File: src/rtl/umd_pkg.sv
// Shared types and decode helpers for the RV32M multiply/divide sequencing controller.
package umd_pkg;

   typedef enum logic [2:0] {
      MUL    = 3'b000,
      MULH   = 3'b001,
      MULHSU = 3'b010,
      MULHU  = 3'b011,
      DIV    = 3'b100,
      DIVU   = 3'b101,
      REM    = 3'b110,
      REMU   = 3'b111
   } umd_op_e;

   typedef enum logic [1:0] {
      IDLE     = 2'd0,
      DIV_ITER = 2'd1,
      DIV_FIX  = 2'd2,
      DONE     = 2'd3
   } umd_state_e;

   function automatic logic is_div_op(input umd_op_e op);
      return (op == DIV) || (op == DIVU) || (op == REM) || (op == REMU);
   endfunction

   function automatic logic is_signed_div(input umd_op_e op);
      return (op == DIV) || (op == REM);
   endfunction

   function automatic logic returns_rem(input umd_op_e op);
      return (op == REM) || (op == REMU);
   endfunction

endpackage

File: src/rtl/umd_div_step.sv
// One combinational restoring-division step: shift in the next dividend bit, trial-subtract.
module umd_div_step #(
   parameter int W = 32
) (
   input  logic [W-1:0] rem_i,
   input  logic [W-1:0] q_i,
   input  logic [W-1:0] divisor_i,
   output logic [W-1:0] rem_next_o,
   output logic [W-1:0] q_next_o
);

   logic [W:0] shifted;
   logic [W:0] diff;
   logic       fits;

   // The shifted partial remainder needs one extra bit before the trial subtract.
   assign shifted = {rem_i, q_i[W-1]};
   assign diff    = shifted - {1'b0, divisor_i};
   assign fits    = (shifted >= {1'b0, divisor_i});

   assign rem_next_o = fits ? diff[W-1:0] : shifted[W-1:0];
   assign q_next_o   = {q_i[W-2:0], fits};

endmodule

File: src/rtl/umd_ctrl.sv
// RV32M multiply/divide sequencer: single-cycle multiply, iterative restoring divide.
// Optional macro UMD_CTRL_FAST_DIV_EN short-circuits divide-by-zero and signed overflow.
//
// state    | meaning
// IDLE     | ready for a request; multiplies resolve here in one cycle
// DIV_ITER | one restoring step per cycle, W steps
// DIV_FIX  | apply latched signs, select quotient or remainder
// DONE     | result held until consumed or killed
module umd_ctrl
   import umd_pkg::*;
#(
   parameter int WORD_SIZE = 32
) (
   input  logic                 clk,
   input  logic                 rst_n,
   input  logic                 req_valid_i,
   output logic                 req_ready_o,
   input  logic [2:0]           operator_i,
   input  logic [WORD_SIZE-1:0] operand_a_i,
   input  logic [WORD_SIZE-1:0] operand_b_i,
   input  logic                 kill_i,
   output logic                 result_valid_o,
   input  logic                 result_ready_i,
   output logic [WORD_SIZE-1:0] result_o,
   output logic                 busy_o
);

   localparam int W  = WORD_SIZE;
   localparam int CW = $clog2(W + 1);
   localparam logic [W-1:0] MIN_VAL = {1'b1, {(W-1){1'b0}}};

   umd_state_e     state_q, state_d;
   umd_op_e        op_q, op_d, op_in;
   logic [CW-1:0]  cnt_q, cnt_d;
   logic [W-1:0]   rem_q, rem_d, quo_q, quo_d, dvs_q, dvs_d, result_q, result_d;
   logic           qneg_q, qneg_d, rneg_q, rneg_d;

   logic [W-1:0]   rem_step, quo_step, rem_fix, quo_fix;
   logic [2*W-1:0] a_ext, b_ext, prod;
   logic           a_sgn, b_sgn, a_neg, b_neg, sdiv;
   logic           fast_hit;
   logic [W-1:0]   fast_res;

   assign op_in = umd_op_e'(operator_i);

   assign a_sgn = (op_in != MULHU);
   assign b_sgn = (op_in == MUL) || (op_in == MULH);
   assign a_ext = {{W{a_sgn & operand_a_i[W-1]}}, operand_a_i};
   assign b_ext = {{W{b_sgn & operand_b_i[W-1]}}, operand_b_i};
   assign prod  = a_ext * b_ext;

   assign sdiv  = is_signed_div(op_in);
   assign a_neg = sdiv & operand_a_i[W-1];
   assign b_neg = sdiv & operand_b_i[W-1];

   assign rem_fix = rneg_q ? (~rem_q + 1'b1) : rem_q;
   assign quo_fix = qneg_q ? (~quo_q + 1'b1) : quo_q;

`ifdef UMD_CTRL_FAST_DIV_EN
   logic div0, ovf;
   assign div0     = (operand_b_i == '0);
   assign ovf      = sdiv && (operand_a_i == MIN_VAL) && (operand_b_i == '1);
   assign fast_hit = div0 || ovf;
   assign fast_res = returns_rem(op_in) ? (div0 ? operand_a_i : '0)
                                        : (div0 ? '1 : MIN_VAL);
`else
   assign fast_hit = 1'b0;
   assign fast_res = '0;
`endif

   umd_div_step #(.W(W)) u_step (
      .rem_i      (rem_q),
      .q_i        (quo_q),
      .divisor_i  (dvs_q),
      .rem_next_o (rem_step),
      .q_next_o   (quo_step)
   );

   always_comb begin
      state_d  = state_q;
      op_d     = op_q;
      cnt_d    = cnt_q;
      rem_d    = rem_q;
      quo_d    = quo_q;
      dvs_d    = dvs_q;
      qneg_d   = qneg_q;
      rneg_d   = rneg_q;
      result_d = result_q;
      if (kill_i) begin
         state_d = IDLE;
      end else begin
         case (state_q)
            IDLE: begin
               if (req_valid_i) begin
                  op_d = op_in;
                  if (!is_div_op(op_in)) begin
                     result_d = (op_in == MUL) ? prod[W-1:0] : prod[2*W-1:W];
                     state_d  = DONE;
                  end else if (fast_hit) begin
                     result_d = fast_res;
                     state_d  = DONE;
                  end else begin
                     quo_d  = a_neg ? (~operand_a_i + 1'b1) : operand_a_i;
                     dvs_d  = b_neg ? (~operand_b_i + 1'b1) : operand_b_i;
                     // A zero divisor must yield all ones, so never negate that quotient.
                     qneg_d = (a_neg ^ b_neg) && (operand_b_i != '0);
                     rneg_d = a_neg;
                     rem_d  = '0;
                     cnt_d  = CW'(W);
                     state_d = DIV_ITER;
                  end
               end
            end
            DIV_ITER: begin
               rem_d = rem_step;
               quo_d = quo_step;
               cnt_d = cnt_q - 1'b1;
               if (cnt_q == CW'(1)) state_d = DIV_FIX;
            end
            DIV_FIX: begin
               result_d = returns_rem(op_q) ? rem_fix : quo_fix;
               state_d  = DONE;
            end
            DONE: begin
               if (result_ready_i) state_d = IDLE;
            end
            default: state_d = IDLE;
         endcase
      end
   end

   always_ff @(posedge clk or negedge rst_n) begin
      if (!rst_n) begin
         state_q  <= IDLE;
         op_q     <= MUL;
         cnt_q    <= '0;
         rem_q    <= '0;
         quo_q    <= '0;
         dvs_q    <= '0;
         qneg_q   <= 1'b0;
         rneg_q   <= 1'b0;
         result_q <= '0;
      end else begin
         state_q  <= state_d;
         op_q     <= op_d;
         cnt_q    <= cnt_d;
         rem_q    <= rem_d;
         quo_q    <= quo_d;
         dvs_q    <= dvs_d;
         qneg_q   <= qneg_d;
         rneg_q   <= rneg_d;
         result_q <= result_d;
      end
   end

   assign req_ready_o    = (state_q == IDLE);
   assign busy_o         = (state_q != IDLE);
   assign result_valid_o = (state_q == DONE);
   assign result_o       = result_q;

endmodule

File: config.mk
export PLATFORM = sky130hd
export DESIGN_NAME = umd_ctrl
export DESIGN_NICKNAME = d
export VERILOG_FILES = /design/src/rtl/umd_pkg.sv /design/src/rtl/umd_div_step.sv /design/src/rtl/umd_ctrl.sv
export SDC_FILE = /design/constraint.sdc
export NUM_CORES = 2
export LEC_CHECK = 0
export ABC_AREA = 1
export BUFFER_PORTS_ARGS = -buffer_cell sky130_fd_sc_hd__buf_2
export CORE_MARGIN = 3
export CORE_UTILIZATION = 30
export DETAILED_ROUTE_END_ITERATION = 7
export GPL_TIMING_DRIVEN = 0
export HOLD_SLACK_MARGIN = 0.03
export PLACE_DENSITY = 0.56
export SYNTH_ARGS = -nofsm -noshare
export SYNTH_HDL_FRONTEND = slang
export SYNTH_SLANG_ARGS = --single-unit
export TNS_END_PERCENT = 10
File: constraint.sdc
create_clock -name clk -period 2.4 [get_ports clk]
set_input_delay 0.24 -clock clk [delete_from_list [all_inputs] [get_ports clk]]
set_output_delay 0.24 -clock clk [all_outputs]
set_load 0.01 [all_outputs]
# == Word-level counts from Yosys, hierarchy flattened ==
# Cells that the tools add are included.
# word_totals
romBits,0
n_memories,0
ff_bits,141
ramBits,0
latch_bits,0
word_cells,88
in_bits,72
# classes
multipliers,1
reduce_logical,18
add_sub_neg,6
eq_ne,18
order_cmp,1
div_mod_pow,0
muxes,25
bitwise,10
n_shift,0
# ops
cell,count
$mux 32,13
$pmux 32 s2,3
$add 32x1->32 const B,4
$not 32->32,4
$mul 33x33->64,1
$ge 33x32->1,1
$reduce_bool 32->1,1
$sub 32x32->32,1
$eq 3x3->1 const B,6
$mux 6,2
$pmux 6 s2,1
$reduce_and 4->1,3
$mux 2,5
$ne 3x2->1 const B,3
$pmux 2 s4,1
$eq 6x1->1 const B,1
$logic_or 1x1->1,6
$reduce_and 3->1,2
$reduce_bool 2->1,3
$sub 6x1->6 const B,1
$and 1x1->1,4
$eq 2x2->1 const B,2
$ne 2x2->1 const B,2
$eq 3x1->1 const B,1
other kinds (8),8

# == Longest topological paths before layout ==
# depth
depth_word,8
ltp_mapped,36

# == Modules after synthesis ==
# From an unflattened synthesis, not the netlist that was laid out.
# hier_totals
hier_cells,7175
hier_area_um2,52982.1
# by_module_without_submodules
mod,seq_area_each_um2,area_per_inst_um2,instances,cells_per_inst
umd_ctrl,3503.4,49515.0,1,6487
umd_div_step,0.0,3467.1,1,688

# == Worst setup path before layout ==
# No wires, ideal clock.
# synth_timing
path_kind,input to register
startpoint,input port operator_i[2]
endpoint,"register result_q[27], in the netlist result_o[27]"
setup_time_ns,0.116
path_buffers,1
setup_slack_ns,-4.696
required_time_ns,2.284
cell_stages,29
arrival_ns,6.979
cell_sequence,inv_2 -> nand3_1 -> nand2_1 -> clkbuf_1 -> nor2_1 -> fa_1 -> fa_1 -> fa_1 -> fa_1 -> inv_1 -> fa_1 -> fa_1 -> fa_1 -> fa_1 -> inv_1 -> ha_1 -> nand2_1 -> nor2_1 -> inv_1 -> nor2_1 -> nand2_1 -> nor3_1 -> nand2_1 -> nand3_1 -> nand2_1 -> nand3_1 -> nand2_1 -> nand2_1 -> nand2_1
# synth_via
elab_chain_len,8
word_cells_on_any_way,20
classes_between,mul: 1; eq/ne: 7; mux: 4; bitwise: 2; reduce/logical: 6
# synth_lines
element,line_no,source
"start, declared",umd_ctrl.sv:18,"input logic [2:0] operator_i,"
$eq 3x1->1 or $logic_not 3->1 (tied branches),"umd_ctrl.sv:47, umd_ctrl.sv:97",
$logic_or 1x1->1,umd_ctrl.sv:47,assign b_sgn = (op_in == MUL) || (op_in == MULH);
$and 1x1->1,umd_ctrl.sv:49,"assign b_ext = {{W{b_sgn & operand_b_i[W-1]}}, operand_b_i};"
$mul 33x33->64,umd_ctrl.sv:50,assign prod = a_ext * b_ext;
$mux 32,umd_ctrl.sv:97,result_d = (op_in == MUL) ? prod[W-1:0] : prod[2*W-1:W];
$mux 32,umd_ctrl.sv:96,if (!is_div_op(op_in)) begin
$mux 32,umd_ctrl.sv:94,if (req_valid_i) begin
$pmux 32 s2,umd_ctrl.sv:92,case (state_q)
"end signal, assigned",umd_ctrl.sv:152,result_q <= result_d;
"end, declared",umd_ctrl.sv:35,"logic [W-1:0] rem_q, rem_d, quo_q, quo_d, dvs_q, dvs_d, result_q, result_d;"
# Several ways; a longest one is shown, not always the timed one. The select of a mux whose other input is x is not followed.
# A chain may end at the register's enable or synchronous reset.

# == Worst setup path in the final report ==
# layout_timing
startpoint,input port operator_i[2]
endpoint,"register result_q[29], in the netlist result_o[29]"
# The elaborated chain is that of the path after synthesis.

==> flow_summary.json <==
{
  "relSlewSlack": 0.290,
  "rsz0062_at_grt": "true",
  "clockBufferDepth": 2,
  "endpoint_kind": "flip-flop",
  "dpl_cell_area_um2": 56000,
  "synth_top_area_share": 0.428,
  "synth.yosys.seq_area_share": 0.0665,
  "yosys_warnings": 0,
  "grt_util_all_layers": 0.275,
  "worst_slack_ns": -4.69,
  "start_util": 0.302,
  "vias": 48500,
  "post-synth-top-count-cell": "nand2_1",
  "fp.dieH_um": 425,
  "ys_ff_latch": 140,
  "grt_pass1_wl_um": 356000,
  "crit_required_ns": 2.75,
  "maxSlewViolCount": 0,
  "wl_per_cell_um": 25.6,
  "worstPathArrival_ns": 7.43,
  "htreeDepth": 4,
  "cts_made_buffers": 17,
  "cp_slowest_cell": "fa_2",
  "worst-slew-pin-transition_ns": 1.05,
  "io_buffers": 46,
  "cts_tree": "done",
  "grt.overflow.total": 0,
  "synth_cells": 7159,
  "cts_sinks": 140,
  "cp_common_cell": "fa_2",
  "synthArstFlopShare": 1.00,
  "clk_latency_ns": 0.45,
  "r2r_cells": 12,
  "rows": 153,
  "setup_viol": 66,
  "antenna_found_initial": 15,
  "whs_path_depth": 3,
  "status": "finished with violations",
  "cp_max_fo": 9,
  "gp_congestion": 1.02,
  "tns_ns": -145.95,
  "fin_util": 0.361,
  "die_w_um": 425,
  "timing.max_cap.violations": 0,
  "cts_root_buf": "clkbuf_16",
  "synth_common_cells": "2025 x nand2_1, 1859 x inv_1, 1126 x fa_1",
  "grt_max_degree": 96,
  "fin_area_um2": 62800,
  "first_pass_iters": 8,
  "yosysUniqueCellTypes": 54,
  "syn_area_um2": 52600,
  "die_area_um2": 181000,
  "yosys-top-cells-area": "fa_1 43%, nand2_1 14%, inv_1 13%",
  "drc": 0,
  "yosysTopAreaCell": "fa_1",
  "slowest_delay_ns": 0.68,
  "synthFlopType": "dfrtp_1",
  "syn_nets": 8611,
  "ant_nets": 0,
  "vias_per_cell": 5.00,
  "fin_nets": 8801,
  "coreArea_um2": 174000,
  "holdWs_ns": 0.0966,
  "syn_area_per_cell_um2": 7.35,
  "violations": "negative setup slack",
  "synth_edf_count": 0,
  "cts.clk_slew.worst_paths_ns": 0.07,
  "drtIter0Drc": 4822,
  "hold_violations": 0,
  "max_freq_mhz": 141,
  "layout_min_cycle_time_ns": 7.09,
  "startpoint_type": "primary input",
  "path_class": "in -> reg",
  "fin_crit_sh": 2.95,
  "hold_path.class": "in -> reg",
  "area_delta_synth_final_pct": 19.3,
  "finClkSkew_ns": 0.0128,
  "routed_wl_um": 248000,
  "grt_pass1_vias": 50000,
  "ios": 107,
  "drive_gt1_frac": 0.145,
  "place_hpwl_um": 207000
}
[path summary, 6_finish.rpt]
check / start / end / slack (ns)
hold reg to reg: result_o[16]$_DFFE_PN0P_ / result_o[16]$_DFFE_PN0P_ / 0.47
max in group asynchronous: rst_n / result_o[19]$_DFFE_PN0P_ / 1.23
setup / recovery: operator_i[2] / result_o[29]$_DFFE_PN0P_ / -4.69
hold / removal: operator_i[1] / op_q[1]$_DFFE_PN0P_ / 0.1
min in group asynchronous: rst_n / rem_q[29]$_DFFE_PN0P_ / 0.30
setup reg to reg: rem_q[2]$_DFFE_PN0P_ / result_o[25]$_DFFE_PN0P_ / -0.66
[area by class of cell]
class,instances,area (um^2)
clock buffers,18,439
repair buffers,172,1520
multi-input cells,4818,43600
plain buffers,328,3630
well taps,2325,2910
inverters,1872,7080
clock inverters,14,136
flip-flops and latches,140,3520
fillers,18400,111000
diodes,9,22.5
[per-layer routing]
layer | global-route usage | vias up | part of all wire
li1 | - | 21100 | -
met4 | 0.141 | 2 | 0.065
met3 | 0.0466 | 460 | 0.076
met5 | 0 | - | 0.000069
met2 | 0.444 | 2155 | 0.46
met1 | 0.353 | 24700 | 0.40
[per-stage QoR]
stage / instances / setup WS (ns)
after detailed placement: 9531 / -7.19
after floorplan: 7159 / -4.25
after global routing: 9688 / -4.87
after global placement: 9530 / -7.15
after CTS: 9679 / -4.65
final: 9696 / -4.69
[critical path: cells and delay by family]
kind / cells / cell delay, ns
adder cells (fa/ha/maj): 9 / 4.85
AND/OR/NAND/NOR: 14 / 1.56
buffers and inverters: 6 / 0.75
[flip-flops by register name, indices dropped and copies added, names as in the netlist]
register  count
dvs_q        32
quo_q        32
result_o     32
rneg_q        1
cnt_q         6
op_q          2
rem_q        32
state_q       2
qneg_q        1
[cells by family (layout without fill, tap and decap cells)]
kind of cell               count (synthesis)  count (layout)  synth area share
AOI/OAI and AO/OA                        514             514            0.0553
xor gates and xnor gates                  67              67            0.0111
adders and majority gates               1380            1380             0.489
buffers and inverters                   2201            2404             0.159
DFF                                      140             140            0.0665
other                                      0               9                 0
and+or+nand+nor                         2857            2857             0.220
[timing repair]
item                                   in CTS  in global routing
setup endpoints to repair                 135                132
pin swaps                                 168                 69
gates resized for setup                  1297                152
buffers inserted                          113                  8
cloned                                      4                  0
hold buffers                                1                  0
endpoints found under the hold margin      45                  0
[cells in the final DEF, fill, tap and decap left out, drive strengths merged, types with 2 or more instances in the layout]
master / instances
a31oi: 8
o21a: 2
nand3b: 13
or2: 9
a21o: 6
ha: 254
o22ai: 13
clkinv: 9
nand2: 2034
buf: 267
clkinvlp: 11
o21bai: 41
o21ai: 233
nor3: 48
diode: 9
nor3b: 2
clkbuf: 250
and2: 2
o221ai: 21
fa: 1126
a21boi: 2
xnor2: 22
o211ai: 10
nand4: 41
nor4: 10
nand3: 319
dfrtp: 140
a21oi: 174
xor2: 45
nor2: 378
inv: 1865
Power is not shown: default switching activity piles up to over one toggle a cycle in this logic, so the estimate is an artifact.
